[config.mk]
export PLATFORM = sky130hd
export DESIGN_NAME = wrap_event_queue
export DESIGN_NICKNAME = d
export VERILOG_FILES = /design/src/rtl/wrap_event_queue_pkg.sv /design/src/rtl/wrap_event_queue_sync_fifo.sv /design/src/rtl/wrap_event_queue.sv
export SDC_FILE = /design/constraint.sdc
export NUM_CORES = 1
export LEC_CHECK = 0
export BUFFER_PORTS_ARGS = -buffer_cell sky130_fd_sc_hd__buf_2
export CORE_MARGIN = 1.5
export CORE_UTILIZATION = 45
export DETAILED_ROUTE_END_ITERATION = 8
export HOLD_SLACK_MARGIN = 0.1
export SYNTH_ARGS = -nofsm -noshare
export SYNTH_HDL_FRONTEND = slang
export SYNTH_SLANG_ARGS = --single-unit
[constraint.sdc]
create_clock -name CLK -period 3.35 [get_ports CLK]
set_input_delay 0.5025 -clock CLK [delete_from_list [all_inputs] [get_ports CLK]]
set_output_delay 0.5025 -clock CLK [all_outputs]
set_load 0.01 [all_outputs]
[src/rtl/wrap_event_queue_pkg.sv]
// Shared record layout and default widths for the wrap event queue.
// A record is {epoch, count}, with the epoch in the MSBs.
package wrap_event_queue_pkg;

    localparam int DEF_WIDTH       = 3;
    localparam int DEF_EPOCH_WIDTH = 8;
    localparam int DEF_DEPTH       = 4;
    localparam int DEF_DROP_WIDTH  = 8;

    localparam int REC_WIDTH = DEF_EPOCH_WIDTH + DEF_WIDTH;
    localparam int COUNT_LSB = 0;
    localparam int EPOCH_LSB = DEF_WIDTH;

    typedef struct packed {
        logic [DEF_EPOCH_WIDTH-1:0] epoch;
        logic [DEF_WIDTH-1:0]       count;
    } rec_t;

    function automatic rec_t make_rec(input logic [DEF_EPOCH_WIDTH-1:0] epoch,
                                      input logic [DEF_WIDTH-1:0] count);
        rec_t r;
        r.epoch = epoch;
        r.count = count;
        return r;
    endfunction

endpackage

[src/rtl/wrap_event_queue_sync_fifo.sv]
// Register-array FIFO with a separate occupancy counter; the head is
// muxed from registered state and forced to zero while empty.
module wrap_event_queue_sync_fifo
    import wrap_event_queue_pkg::*;
#(
    parameter int WIDTH = REC_WIDTH,
    parameter int DEPTH = DEF_DEPTH
) (
    input  logic                     clk,
    input  logic                     rst,
    input  logic                     push,
    input  logic                     pop,
    input  logic [WIDTH-1:0]         din,
    output logic [WIDTH-1:0]         dout,
    output logic                     full,
    output logic                     empty,
    output logic [$clog2(DEPTH):0]   level
);

    localparam int AW = $clog2(DEPTH);

    logic [WIDTH-1:0] mem [DEPTH];
    logic [AW-1:0]    rd_ptr_reg;
    logic [AW-1:0]    wr_ptr_reg;
    logic [AW:0]      level_reg;
    logic             pop_eff;
    logic             push_eff;

    assign empty    = (level_reg == '0);
    assign full     = (level_reg == (AW+1)'(DEPTH));
    assign pop_eff  = pop & ~empty;
    // A push into a full FIFO is still taken when the head leaves on the same edge.
    assign push_eff = push & (~full | pop_eff);

    always_ff @(posedge clk or posedge rst) begin
        if (rst) begin
            rd_ptr_reg <= '0;
            wr_ptr_reg <= '0;
            level_reg  <= '0;
        end else begin
            if (push_eff) wr_ptr_reg <= wr_ptr_reg + AW'(1);
            if (pop_eff)  rd_ptr_reg <= rd_ptr_reg + AW'(1);
            case ({push_eff, pop_eff})
                2'b10:   level_reg <= level_reg + (AW+1)'(1);
                2'b01:   level_reg <= level_reg - (AW+1)'(1);
                default: level_reg <= level_reg;
            endcase
        end
    end

    genvar gi;
    generate
        for (gi = 0; gi < DEPTH; gi++) begin : g_entry
            localparam logic [AW-1:0] IDX = AW'(gi);
            always_ff @(posedge clk) begin
                if (push_eff && (wr_ptr_reg == IDX)) mem[gi] <= din;
            end
        end
    endgenerate

    assign dout  = empty ? '0 : mem[rd_ptr_reg];
    assign level = level_reg;

endmodule

[src/rtl/wrap_event_queue.sv]
// Detects wrap-around of an upstream free-running count, stamps each wrap
// with an epoch number and queues it; lost records are counted.
module wrap_event_queue
    import wrap_event_queue_pkg::*;
#(
    parameter int WIDTH       = DEF_WIDTH,
    parameter int EPOCH_WIDTH = DEF_EPOCH_WIDTH,
    parameter int DEPTH       = DEF_DEPTH,
    parameter int DROP_WIDTH  = DEF_DROP_WIDTH
) (
    input  logic                         CLK,
    input  logic                         ASYNCRESET,
    input  logic [WIDTH-1:0]             I,
    output logic [EPOCH_WIDTH+WIDTH-1:0] O_data,
    output logic                         O_valid,
    input  logic                         O_ready,
    output logic [$clog2(DEPTH):0]       O_level,
    output logic [DROP_WIDTH-1:0]        O_drops
);

    localparam int RW = EPOCH_WIDTH + WIDTH;

    logic [WIDTH-1:0]       prev_reg;
    logic                   prev_valid_reg;
    logic [EPOCH_WIDTH-1:0] epoch_reg;
    logic [DROP_WIDTH-1:0]  drops_reg;

    logic                   wrap;
    logic [EPOCH_WIDTH-1:0] epoch_next;
    logic [RW-1:0]          record;
    logic                   fifo_full;
    logic                   fifo_empty;
    logic                   drop;

    // prev_valid gates the first sample after reset so no stale compare fires.
    assign wrap       = prev_valid_reg & (I < prev_reg);
    assign epoch_next = epoch_reg + EPOCH_WIDTH'(1);
    assign record     = {epoch_next, I};
    assign drop       = wrap & fifo_full & ~O_ready;

    always_ff @(posedge CLK or posedge ASYNCRESET) begin
        if (ASYNCRESET) begin
            prev_reg       <= '0;
            prev_valid_reg <= 1'b0;
            epoch_reg      <= '0;
            drops_reg      <= '0;
        end else begin
            prev_reg       <= I;
            prev_valid_reg <= 1'b1;
            if (wrap) epoch_reg <= epoch_next;
            if (drop && (drops_reg != '1)) drops_reg <= drops_reg + DROP_WIDTH'(1);
        end
    end

    wrap_event_queue_sync_fifo #(
        .WIDTH (RW),
        .DEPTH (DEPTH)
    ) u_fifo (
        .clk   (CLK),
        .rst   (ASYNCRESET),
        .push  (wrap),
        .pop   (O_ready),
        .din   (record),
        .dout  (O_data),
        .full  (fifo_full),
        .empty (fifo_empty),
        .level (O_level)
    );

    assign O_valid = ~fifo_empty;
    assign O_drops = drops_reg;

endmodule

==> flow_metrics.py, run 1 <==
metrics = {
    "drt": {
        "drt-total-wl_mm": 5.32,
        "via_per_inst": 4.91,
        "wl_per_cell_um": 15.3,
        "num_vias": 1709,
        "drt_pass1_iterations": 6,
        "drc": 0,
        "ant_nets": 0,
        "drt_iter0_drc": 101,
    },
    "clocking": {
        "clkSinkCount": 71,
        "clock_latency_ns": 0.33,
        "htreeDepth": 3,
        "cts_buffer_depth": 2,
        "holdBufCountCts": 0,
        "clock-root-buffer": "clkbuf_8",
        "postCtsSetupBuffers": 0,
        "clk_pin_slew_worst_paths_ns": 0.07,
        "cts_resized": 0,
        "cts_buffers": 9,
        "tritoncts": "done",
    },
    "power_and_ir_drop": {
        "power.switching_mw": 0.924,
        "vdd_drop_max_uv": 359,
        "swShare_pct": 32.0,
        "pwr-share-seq_pct": 45.6,
        "clockPowerShare_pct": 22.4,
        "pwr-share-comb_pct": 32.0,
        "internal-power_mw": 1.97,
        "p_leak_nw": 1.47,
        "powerDensity_mw_per_mm2": 796,
    },
    "synth": {
        "ys_ff_latch": 71,
        "ys_seq_area_share_pct": 63.3,
        "synth.cell_area_sq_mm": 0.00316,
        "synth_warnings": 0,
        "syn_nets": 222,
        "synthFlopType": "edfxtp_1",
        "async_flop_share_pct": 38.0,
        "synth.most_common_cell": "edfxtp_1",
        "ys_types": 40,
        "synthTopCellsByArea": "edfxtp_1 42%, dfrtp_1 21%, mux4_2 7.8%",
        "synth_top_area_share_pct": 41.9,
        "yosysTopAreaCell": "edfxtp_1",
        "syn_inst": 207,
        "netlist_top_cells_count": "44 x edfxtp_1, 27 x dfrtp_1, 16 x nand2_1",
        "syn_area_per_cell_sq_um": 15.3,
        "synth-edff-count": 44,
    },
    "sta": {
        "rsz0062_at_grt": "false",
        "period_needed_ns": 2.53,
        "finalClockSkew_ns": 0.00330,
        "setup-violations-final": 0,
        "min_period_over_period_pct": 75.6,
        "relSlewSlack_pct": 61.7,
        "finalHoldViolCount": 0,
        "maxSlewViolCount": 0,
        "max_freq_mhz": 395,
        "tns_ns": 0,
        "worst_pin_slew_ns": 0.575,
    },
    "worst_setup_path": {
        "critPathLaunchType": "flop",
        "cp-end-kind": "flop",
        "required_ns": 3.56,
        "path_class": "reg -> reg",
        "rrSetupSlack_ns": 0.82,
        "arrival_ns": 2.75,
        "crit_fanout": 16,
    },
    "grt": {
        "grt_start_max_net_pins": 28,
        "grt_pass1_vias": 1746,
        "antenna_found_initial": 0,
        "grt_pass1_wl_mm": 8.87,
        "grt_overflow_total": 0,
        "grtUsageTotal_pct": 16.3,
    },
    "finish": {
        "multi_input_area_sq_mm": 0.00111,
        "syn_to_final_growth_pct": 14.9,
        "regArea_sq_mm": 0.00200,
        "fillers": 573,
        "antennaDiodeCount": 0,
        "fin_nets": 262,
        "largest_register_ff_count": 44,
        "drive_gt1_share_pct": 29.4,
        "design_area_sq_mm": 0.00363,
    },
    "floorplan": {
        "row_count": 30,
        "dieArea_sq_mm": 0.00753,
        "initial_utilization_pct": 46.5,
        "io_pins": 29,
        "fp.dieH_um": 86.8,
        "core_area_sq_mm": 0.00679,
        "die_width_um": 86.8,
    },
    "place": {
        "port_buffers": 28,
        "globalplace.congestion": 0.742,
        "placed_cell_area_sq_mm": 0.00344,
        "dpl.hpwl_mm": 3.57,
    },
    "run_status": {
        "status": "completed",
    },
    "min_path": {
        "hp-class": "in -> async",
    },
    "flow_run": {
        "cap_violations": 0,
    },
}
## per-layer routing
metal | up-vias | track usage [%] | part of all wire, %
met3 | 10 | 3.33 | 2.9
met4 | 0 | 9.38 | 2.4
met2 | 31 | 26.3 | 48
li1 | 837 | - | -
met1 | 831 | 20.4 | 46
met5 | - | 0 | 0
## path summary, 6_finish.rpt
| kind | from | to | depth (start not counted) |
|---|---|---|---|
| worst min-delay path | ASYNCRESET | u_fifo.wr_ptr_reg[0]$_DFFE_PP0P_ | 3 |
| worst max-delay path | u_fifo.level[0]$_DFFE_PP0P_ | u_fifo.level[2]$_DFFE_PP0P_ | 8 |
| worst min register to register | epoch_reg[7]$_DFFE_PP0P_ | epoch_reg[7]$_DFFE_PP0P_ | 1 |
| worst max register to register | u_fifo.level[0]$_DFFE_PP0P_ | u_fifo.level[2]$_DFFE_PP0P_ | 8 |
| max in group asynchronous | ASYNCRESET | epoch_reg[3]$_DFFE_PP0P_ | 3 |
| min in group CLK | I[0] | prev_reg[0]$_DFF_PP0_ | 1 |
## power groups by stage
| stage | clock network [mW] | registers, mW | logic, mW |
|---|---|---|---|
| after global placement | 0 | 1.34 | 0.932 |
| after CTS | 0.669 | 1.33 | 0.943 |
| after global routing | 0.708 | 1.35 | 1.03 |
| after floorplan | 0 | 1.30 | 0.674 |
| final | 0.647 | 1.32 | 0.924 |
| after detailed placement | 0 | 1.34 | 0.942 |
## layout make-up
class                           count  area share (%)
Sequential cell                    71            55.0
Multi-Input combinational cell    124            30.6
Timing Repair Buffer               35            5.31
Clock buffer                        9            3.41
Tap cell                           96            3.31
Clock inverter                      7            1.76
Inverter                            6           0.621
## cells in the final DEF, fill, tap and decap left out, types with 2 or more instances in the layout
| cell type | count |
|---|---|
| buf_2 | 28 |
| nor3_1 | 2 |
| nand2_1 | 16 |
| clkinv_2 | 5 |
| buf_4 | 7 |
| dfrtp_1 | 27 |
| and2_1 | 15 |
| edfxtp_1 | 44 |
| nand3_1 | 6 |
| nand2b_1 | 2 |
| clkbuf_8 | 9 |
| xnor2_1 | 12 |
| nand4_1 | 3 |
| xor2_1 | 10 |
| mux4_2 | 11 |
| ha_1 | 8 |
| and3_1 | 2 |
| o211ai_1 | 3 |
| nor4_2 | 2 |
| mux2_2 | 4 |
| nor3b_1 | 2 |
| and2b_1 | 2 |
| nor2_1 | 7 |
| inv_1 | 6 |
## cell families after synthesis
family | Yosys count | synth area share, %
DFF | 71 | 63.3
buffers and inverters | 12 | 1.63
other | 1 | 0.119
xor gates and xnor gates | 22 | 6.10
AOI/OAI and AO/OA | 13 | 3.92
muxes | 16 | 9.59
and+or+nand+nor | 63 | 11.6
adders and majority gates | 9 | 3.81
## critical path: stages, from the launching register on
cell and delay, ns:
dfrtp_1 0.51, or3_2 0.69, nand2_1 0.19, nor2_1 0.07
fa_1 0.41, nor2b_1 0.15, o2111ai_1 0.14, o31a_1 0.19
o211ai_1 0.08
## through the flow
step | utilization (%) | hold WS (ns) | power (mW) | instances | setup slack, ns
5_1_grt | 53.4 | 0.256 | 3.09 | 348 | 0.669
2_1_floorplan | - | 0.464 | 1.97 | 207 | 0.907
3_3_place_gp | 50.6 | 0.481 | 2.27 | 332 | 0.621
4_1_cts | 53.4 | 0.224 | 2.94 | 348 | 0.822
6_report | 53.4 | 0.219 | 2.89 | 348 | 0.816
3_5_place_dp | 50.6 | 0.492 | 2.28 | 332 | 0.548
No activity file was read; power rests on OpenSTA's default activity.
==> inputs of run 2 (changes only) <==
--- a/config.mk
+++ b/config.mk
@@ -5,11 +5,13 @@
 export SDC_FILE = /design/constraint.sdc
 export NUM_CORES = 1
 export LEC_CHECK = 0
+export ABC_AREA = 1
 export BUFFER_PORTS_ARGS = -buffer_cell sky130_fd_sc_hd__buf_2
 export CORE_MARGIN = 1.5
 export CORE_UTILIZATION = 45
 export DETAILED_ROUTE_END_ITERATION = 8
 export HOLD_SLACK_MARGIN = 0.1
+export PLACE_DENSITY = 0.66
 export SYNTH_ARGS = -nofsm -noshare
 export SYNTH_HDL_FRONTEND = slang
 export SYNTH_SLANG_ARGS = --single-unit
==> constraint.sdc (replaced) <==
create_clock -name CLK -period 2.1 [get_ports CLK]
set_input_delay 0.315 -clock CLK [delete_from_list [all_inputs] [get_ports CLK]]
set_output_delay 0.315 -clock CLK [all_outputs]
set_load 0.01 [all_outputs]
==> run 2 against run 1 <==
Sequential share of layout area decreased by 1.6 points. Non-clock buffer count increased by 4. Critical path depth decreased by 3. Cell area increased by 3.0%. Global-route usage increased by 1.5 points. Clock power increased by 87%. Worst setup slack got worse by 0.68 ns. Cell count increased by 29%. Sequential power increased by 56%. Utilization increased by 1.3 points. Via count increased by 28%. Area after synthesis increased by 1.5%. Largest cell class unchanged. Largest power group unchanged.
==> flow_metrics.py, run 2 <==
metrics = {
    "drt": {
        "drt-total-wl_mm": 6.07,
        "drt_iter0_drc": 106,
        "via_per_inst": 4.86,
        "wl_per_cell_um": 13.5,
        "drc": 0,
        "ant_nets": 0,
        "drt_pass1_iterations": 4,
        "num_vias": 2186,
    },
    "synth": {
        "ys_ff_latch": 71,
        "synth_warnings": 0,
        "synthFlopType": "edfxtp_1",
        "synthTopCellsByArea": "edfxtp_1 41%, dfrtp_1 21%, nor2_1 6.6%",
        "netlist_top_cells_count": "56 x nor2_1, 48 x nand2_1, 44 x edfxtp_1",
        "synth-edff-count": 44,
        "syn_inst": 308,
        "synth_top_area_share_pct": 41.3,
        "ys_seq_area_share_pct": 62.3,
        "syn_area_per_cell_sq_um": 10.4,
        "synth.cell_area_sq_mm": 0.00320,
        "ys_types": 30,
        "async_flop_share_pct": 38.0,
        "synth.most_common_cell": "nor2_1",
        "yosysTopAreaCell": "edfxtp_1",
        "syn_nets": 323,
    },
    "finish": {
        "utilization_pct": 54.7,
        "finalNonFillerCells": 450,
        "fillers": 602,
        "largest_register_ff_count": 44,
        "final_common_cell": "nor2_1",
        "fin_nets": 364,
        "antennaDiodeCount": 0,
        "syn_to_final_growth_pct": 16.7,
        "drive_gt1_share_pct": 19.8,
        "final_cell_mix": "55 x nor2_1, 48 x nand2_1, 44 x edfxtp_1",
    },
    "worst_setup_path": {
        "cp.depth": 5,
        "crit_fanout": 11,
        "cp_top_family": "flip-flops",
        "crit_chain": "nor2_2 -> nand2_2 -> clkinvlp_4 -> a21oi_1 -> buf_2",
        "slowest_delay_ns": 0.44,
        "arrival_ns": 1.65,
        "worstRegToRegCells": 14,
        "crit_path_top_delay_cell": "dfrtp_1",
        "critPathLaunchType": "flop",
        "cp-end-kind": "output port",
        "required_ns": 1.78,
        "r2r_end": "u_fifo.level[2]$_DFFE_PP0P_",
        "path_class": "reg -> out",
        "rrSetupSlack_ns": 0.22,
        "crit_buf_inv": 2,
        "timing.rr.start": "prev_reg[2]$_DFF_PP0_",
    },
    "place": {
        "port_buffers": 28,
        "globalplace.congestion": 0.791,
        "dpl.hpwl_mm": 3.92,
        "dp_cells": 433,
    },
    "power_and_ir_drop": {
        "p_leak_nw": 1.62,
        "power.switching_mw": 1.88,
        "clockPowerShare_pct": 23.7,
        "total_power_mw": 5.08,
        "pwr-share-comb_pct": 35.7,
        "vdd_drop_max_uv": 430,
        "internal-power_mw": 3.21,
        "powerDensity_mw_per_mm2": 1360,
        "swShare_pct": 36.9,
        "pwr-share-seq_pct": 40.6,
    },
    "run_status": {
        "status": "completed",
    },
    "clocking": {
        "clkSinkCount": 71,
        "clk_pin_slew_worst_paths_ns": 0.08,
        "tritoncts": "done",
        "clock_latency_ns": 0.34,
        "htreeDepth": 3,
        "cts_buffer_depth": 2,
        "clock-root-buffer": "clkbuf_8",
        "cts_buffers": 9,
    },
    "grt": {
        "grt_overflow_total": 0,
        "grt_pass1_vias": 2129,
        "antenna_found_initial": 0,
        "grt_start_max_net_pins": 28,
        "grt_pass1_wl_mm": 10.1,
        "grtUsageTotal_pct": 17.8,
    },
    "min_path": {
        "hp-class": "in -> reg",
        "holdPathEnd": "prev_reg[2]$_DFF_PP0_",
        "hold_start": "I[2]",
        "hold_depth": 1,
    },
    "floorplan": {
        "dieArea_sq_mm": 0.00763,
        "die_width_um": 87.4,
        "row_count": 30,
        "core_area_sq_mm": 0.00683,
        "initial_utilization_pct": 46.9,
        "fp.dieH_um": 87.4,
        "io_pins": 29,
    },
    "sta": {
        "finalHoldViolCount": 0,
        "tns_ns": 0,
        "setup-violations-final": 0,
        "rsz0062_at_grt": "false",
        "max_freq_mhz": 508,
        "min_period_over_period_pct": 93.7,
        "period_needed_ns": 1.97,
        "finalClockSkew_ns": 0.0128,
        "maxSlewViolCount": 0,
    },
    "flow_run": {
        "cap_violations": 0,
    },
}
## run 2: changes by cell type after synthesis, moves of 11 or more
cell | previous run | this run
a21oi_1 | 0 | 13
and2_1 | 15 | 0
inv_1 | 6 | 29
mux4_2 | 11 | 0
nand2_1 | 16 | 48
nor2_1 | 7 | 56
o21ai_0 | 1 | 26
xnor2_1 | 12 | 1
## run 2: per-layer routing
layer | up-vias | wire length (um) | part of all wire, % | track usage (%)
met2 | 39 | 3020 | 50 | 30.4
met4 | 0 | 52 | 0.86 | 8.23
li1 | 1089 | - | - | -
met3 | 4 | 174 | 2.9 | 3.13
met1 | 1054 | 2820 | 47 | 21.8
met5 | - | 0 | 0 | 0
## run 2: cell type report
| class | instances | area, sq um | area share [%] |
|---|---|---|---|
| Sequential cell | 71 | 2000 | 53.4 |
| Multi-Input combinational cell | 198 | 1050 | 28.2 |
| Timing Repair Buffer | 39 | 225 | 6.03 |
| Clock buffer | 10 | 128 | 3.41 |
| Inverter | 30 | 120 | 3.21 |
| Tap cell | 96 | 120 | 3.21 |
| Clock inverter | 6 | 93.8 | 2.51 |
## run 2: kinds of logic after synthesis
family | count (synthesis) | synth area share, %
AO/OA/AOI/OAI | 43 | 6.84
XOR/XNOR | 15 | 4.34
adder cells (fa/ha/maj) | 9 | 3.75
buffers and inverters | 39 | 4.92
flip-flops | 71 | 62.3
other | 1 | 0.117
AND/OR/NAND/NOR | 130 | 17.7
## run 2: worst max-delay path by stage
stage	from	endpoint	slack [ns]
2_1_floorplan	prev_reg[2]$_DFF_PP0_	u_fifo.mem[0][0]$_DFFE_PP_	0.16
4_1_cts	u_fifo.level[0]$_DFFE_PP0P_	O_data[4]	0.03
3_5_place_dp	I[2]	u_fifo.level[2]$_DFFE_PP0P_	0.07
6_report	u_fifo.level[0]$_DFFE_PP0P_	O_data[4]	0.13
5_1_grt	u_fifo.level[0]$_DFFE_PP0P_	O_data[4]	0.02
3_3_place_gp	I[2]	u_fifo.level[2]$_DFFE_PP0P_	0.14
## run 2: power groups by stage
stage / clock (mW) / combinational, mW / sequential, mW
finish: 1.21 / 1.81 / 2.06
global route: 1.30 / 2.05 / 2.10
CTS: 1.23 / 1.81 / 2.05
detailed placement: 0 / 1.79 / 2.08
global placement: 0 / 1.75 / 2.07
floorplan: 0 / 1.17 / 2.09
## run 2: timing repair
action	4_1_cts	5_1_grt
setup endpoints to repair	0	12
hold endpoints to repair	27	0
buffers inserted	0	0
hold buffers	1	0
gates resized for setup	0	4
## run 2: stage by stage
stage	instance area (sq um)	hold WS [ns]	setup WS, ns
2_1_floorplan	3200	0.346	0.155
3_3_place_gp	3490	0.401	0.142
3_5_place_dp	3490	0.404	0.0709
4_1_cts	3720	0.134	0.0260
5_1_grt	3740	0.131	0.0205
6_report	3740	0.146	0.132
==> inputs of run 3 (changes only) <==
--- a/config.mk
+++ b/config.mk
@@ -5,7 +5,6 @@
 export SDC_FILE = /design/constraint.sdc
 export NUM_CORES = 1
 export LEC_CHECK = 0
-export ABC_AREA = 1
 export BUFFER_PORTS_ARGS = -buffer_cell sky130_fd_sc_hd__buf_2
 export CORE_MARGIN = 1.5
 export CORE_UTILIZATION = 45
==> run 3 against run 2 <==
Non-clock buffer count grew 11. Total power shrank 3.3%. Worst setup slack worse by 0.033 ns. Critical path type is now reg -> reg. Largest power group unchanged. Combinational power fell by 2%.
==> flow_metrics.py, run 3 (synthesis gave the netlist of run 1 again) <==
metrics = {
    "run_status": {
        "status": "completed",
    },
    "floorplan": {
        "fp.dieH_um": 86.8,
        "io_pins": 29,
        "core_area_sq_mm": 0.00679,
        "dieArea_sq_mm": 0.00753,
        "row_count": 30,
        "die_width_um": 86.8,
        "initial_utilization_pct": 46.5,
    },
    "drt": {
        "via_per_inst": 5.03,
        "wl_per_cell_um": 15.2,
        "drt-total-wl_mm": 5.51,
        "drt_iter0_drc": 89,
        "drt_pass1_iterations": 4,
        "ant_nets": 0,
        "num_vias": 1827,
        "drc": 0,
    },
    "sta": {
        "period_needed_ns": 2.00,
        "min_period_over_period_pct": 95.3,
        "setup_ws_ns": 0.0984,
        "finalHoldViolCount": 0,
        "setup-violations-final": 0,
        "max_freq_mhz": 500,
        "finalClockSkew_ns": 0.00686,
        "maxSlewViolCount": 0,
    },
    "power_and_ir_drop": {
        "power.switching_mw": 1.55,
        "pwr-share-seq_pct": 41.3,
        "swShare_pct": 31.5,
        "p_leak_nw": 1.56,
        "internal-power_mw": 3.37,
        "vdd_drop_max_uv": 556,
        "clockPowerShare_pct": 22.8,
        "pwr-share-comb_pct": 35.9,
        "powerDensity_mw_per_mm2": 1260,
        "total_power_mw": 4.91,
    },
    "place": {
        "port_buffers": 28,
        "globalplace.congestion": 0.786,
        "placed_cell_area_sq_mm": 0.00366,
        "dp_slack_ns": 0.00245,
        "dpl.hpwl_mm": 3.60,
    },
    "min_path": {
        "hp-class": "in -> reg",
    },
    "worst_setup_path": {
        "required_ns": 2.33,
        "arrival_ns": 2.24,
        "cp-end-kind": "flop",
        "crit_fanout": 3,
        "path_class": "reg -> reg",
        "critPathLaunchType": "flop",
    },
    "clocking": {
        "tritoncts": "done",
        "cts_buffers": 9,
        "cts_buffer_depth": 2,
        "htreeDepth": 3,
        "postCtsSetupBuffers": 0,
        "clock-root-buffer": "clkbuf_8",
        "clk_pin_slew_worst_paths_ns": 0.07,
        "clkSinkCount": 71,
        "clock_latency_ns": 0.34,
    },
    "finish": {
        "final_common_cell": "edfxtp_1",
        "drive_gt1_share_pct": 37.1,
        "syn_to_final_growth_pct": 23.1,
        "antennaDiodeCount": 0,
        "final_cell_mix": "44 x edfxtp_1, 28 x buf_2, 26 x dfrtp_1",
        "fin_nets": 277,
        "largest_register_ff_count": 44,
        "design_area_sq_mm": 0.00389,
    },
    "grt": {
        "grt_pass1_wl_mm": 8.94,
        "grt_overflow_total": 0,
        "grt_pass1_vias": 1786,
        "antenna_found_initial": 0,
        "grtUsageTotal_pct": 16.4,
        "grt_start_max_net_pins": 28,
    },
    "flow_run": {
        "cap_violations": 0,
    },
}
==> run 3: stage by stage <==
stage          util, %  instances  hold WS [ns]  setup TNS [ns]
5_1_grt           57.2        363         0.153        -0.00717
3_3_place_gp      53.9        346         0.402               0
4_1_cts           57.1        363         0.146               0
3_5_place_dp      53.9        346         0.404               0
6_report          57.2        363         0.147               0
2_1_floorplan        -        207         0.346               0
==> run 3: timing repair <==
action | in CTS | in global routing
setup endpoints to repair | 0 | 4
hold buffers | 1 | 0
hold endpoints to repair | 27 | 0
resized for setup | 0 | 2
==> run 3: worst max-delay path: stages, from the launching register on <==
cell	delay [ns]
dfrtp_1	0.35
inv_2	0.05
ha_4	0.28
nand2_4	0.05
o211a_4	0.24
nor2_4	0.09
fa_2	0.47
nand2_2	0.08
mux2i_1	0.07
o221a_2	0.22
==> run 3: worst paths after layout <==
| check | from | endpoint | slack (ns) | cells past startpoint |
|---|---|---|---|---|
| min in group asynchronous | ASYNCRESET | O_drops[1]$_DFFE_PP0P_ | 0.57 | 4 |
| max in group asynchronous | ASYNCRESET | u_fifo.level[0]$_DFFE_PP0P_ | 1.24 | 4 |
| setup / recovery | prev_reg[2]$_DFF_PP0_ | u_fifo.level[1]$_DFFE_PP0P_ | 0.1 | 9 |
| hold / removal | I[0] | prev_reg[0]$_DFF_PP0_ | 0.15 | 1 |
| setup reg to reg | prev_reg[2]$_DFF_PP0_ | u_fifo.level[1]$_DFFE_PP0P_ | 0.1 | 9 |
| hold reg to reg | epoch_reg[7]$_DFFE_PP0P_ | epoch_reg[7]$_DFFE_PP0P_ | 0.50 | 1 |
==> run 3: power by group through the flow <==
stage                     Combinational, mW  Sequential, mW  Clock [mW]
after global routing                   1.95            2.06        1.20
after detailed placement               1.77            2.06           0
final                                  1.77            2.03        1.12
after CTS                              1.78            2.03        1.14
after global placement                 1.74            2.05           0
after floorplan                        1.14            2.07           0
==> run 3: cell type report <==
cell class | count | area [sq um]
inverters | 6 | 22.5
repair buffers | 50 | 362
flip-flops and latches | 71 | 2000
multi-input cells | 124 | 1180
fillers | 551 | 2910
clock buffers | 11 | 151
well taps | 96 | 120
clock inverters | 5 | 56.3
==> run 3: routing by layer <==
| metal | vias up | routed length (um) | track usage [%] |
|---|---|---|---|
| met1 | 914 | 2650 | 23.1 |
| met4 | 0 | 76 | 8.50 |
| met2 | 35 | 2610 | 24.1 |
| met5 | - | 0 | 0 |
| li1 | 869 | - | - |
| met3 | 9 | 175 | 3.24 |
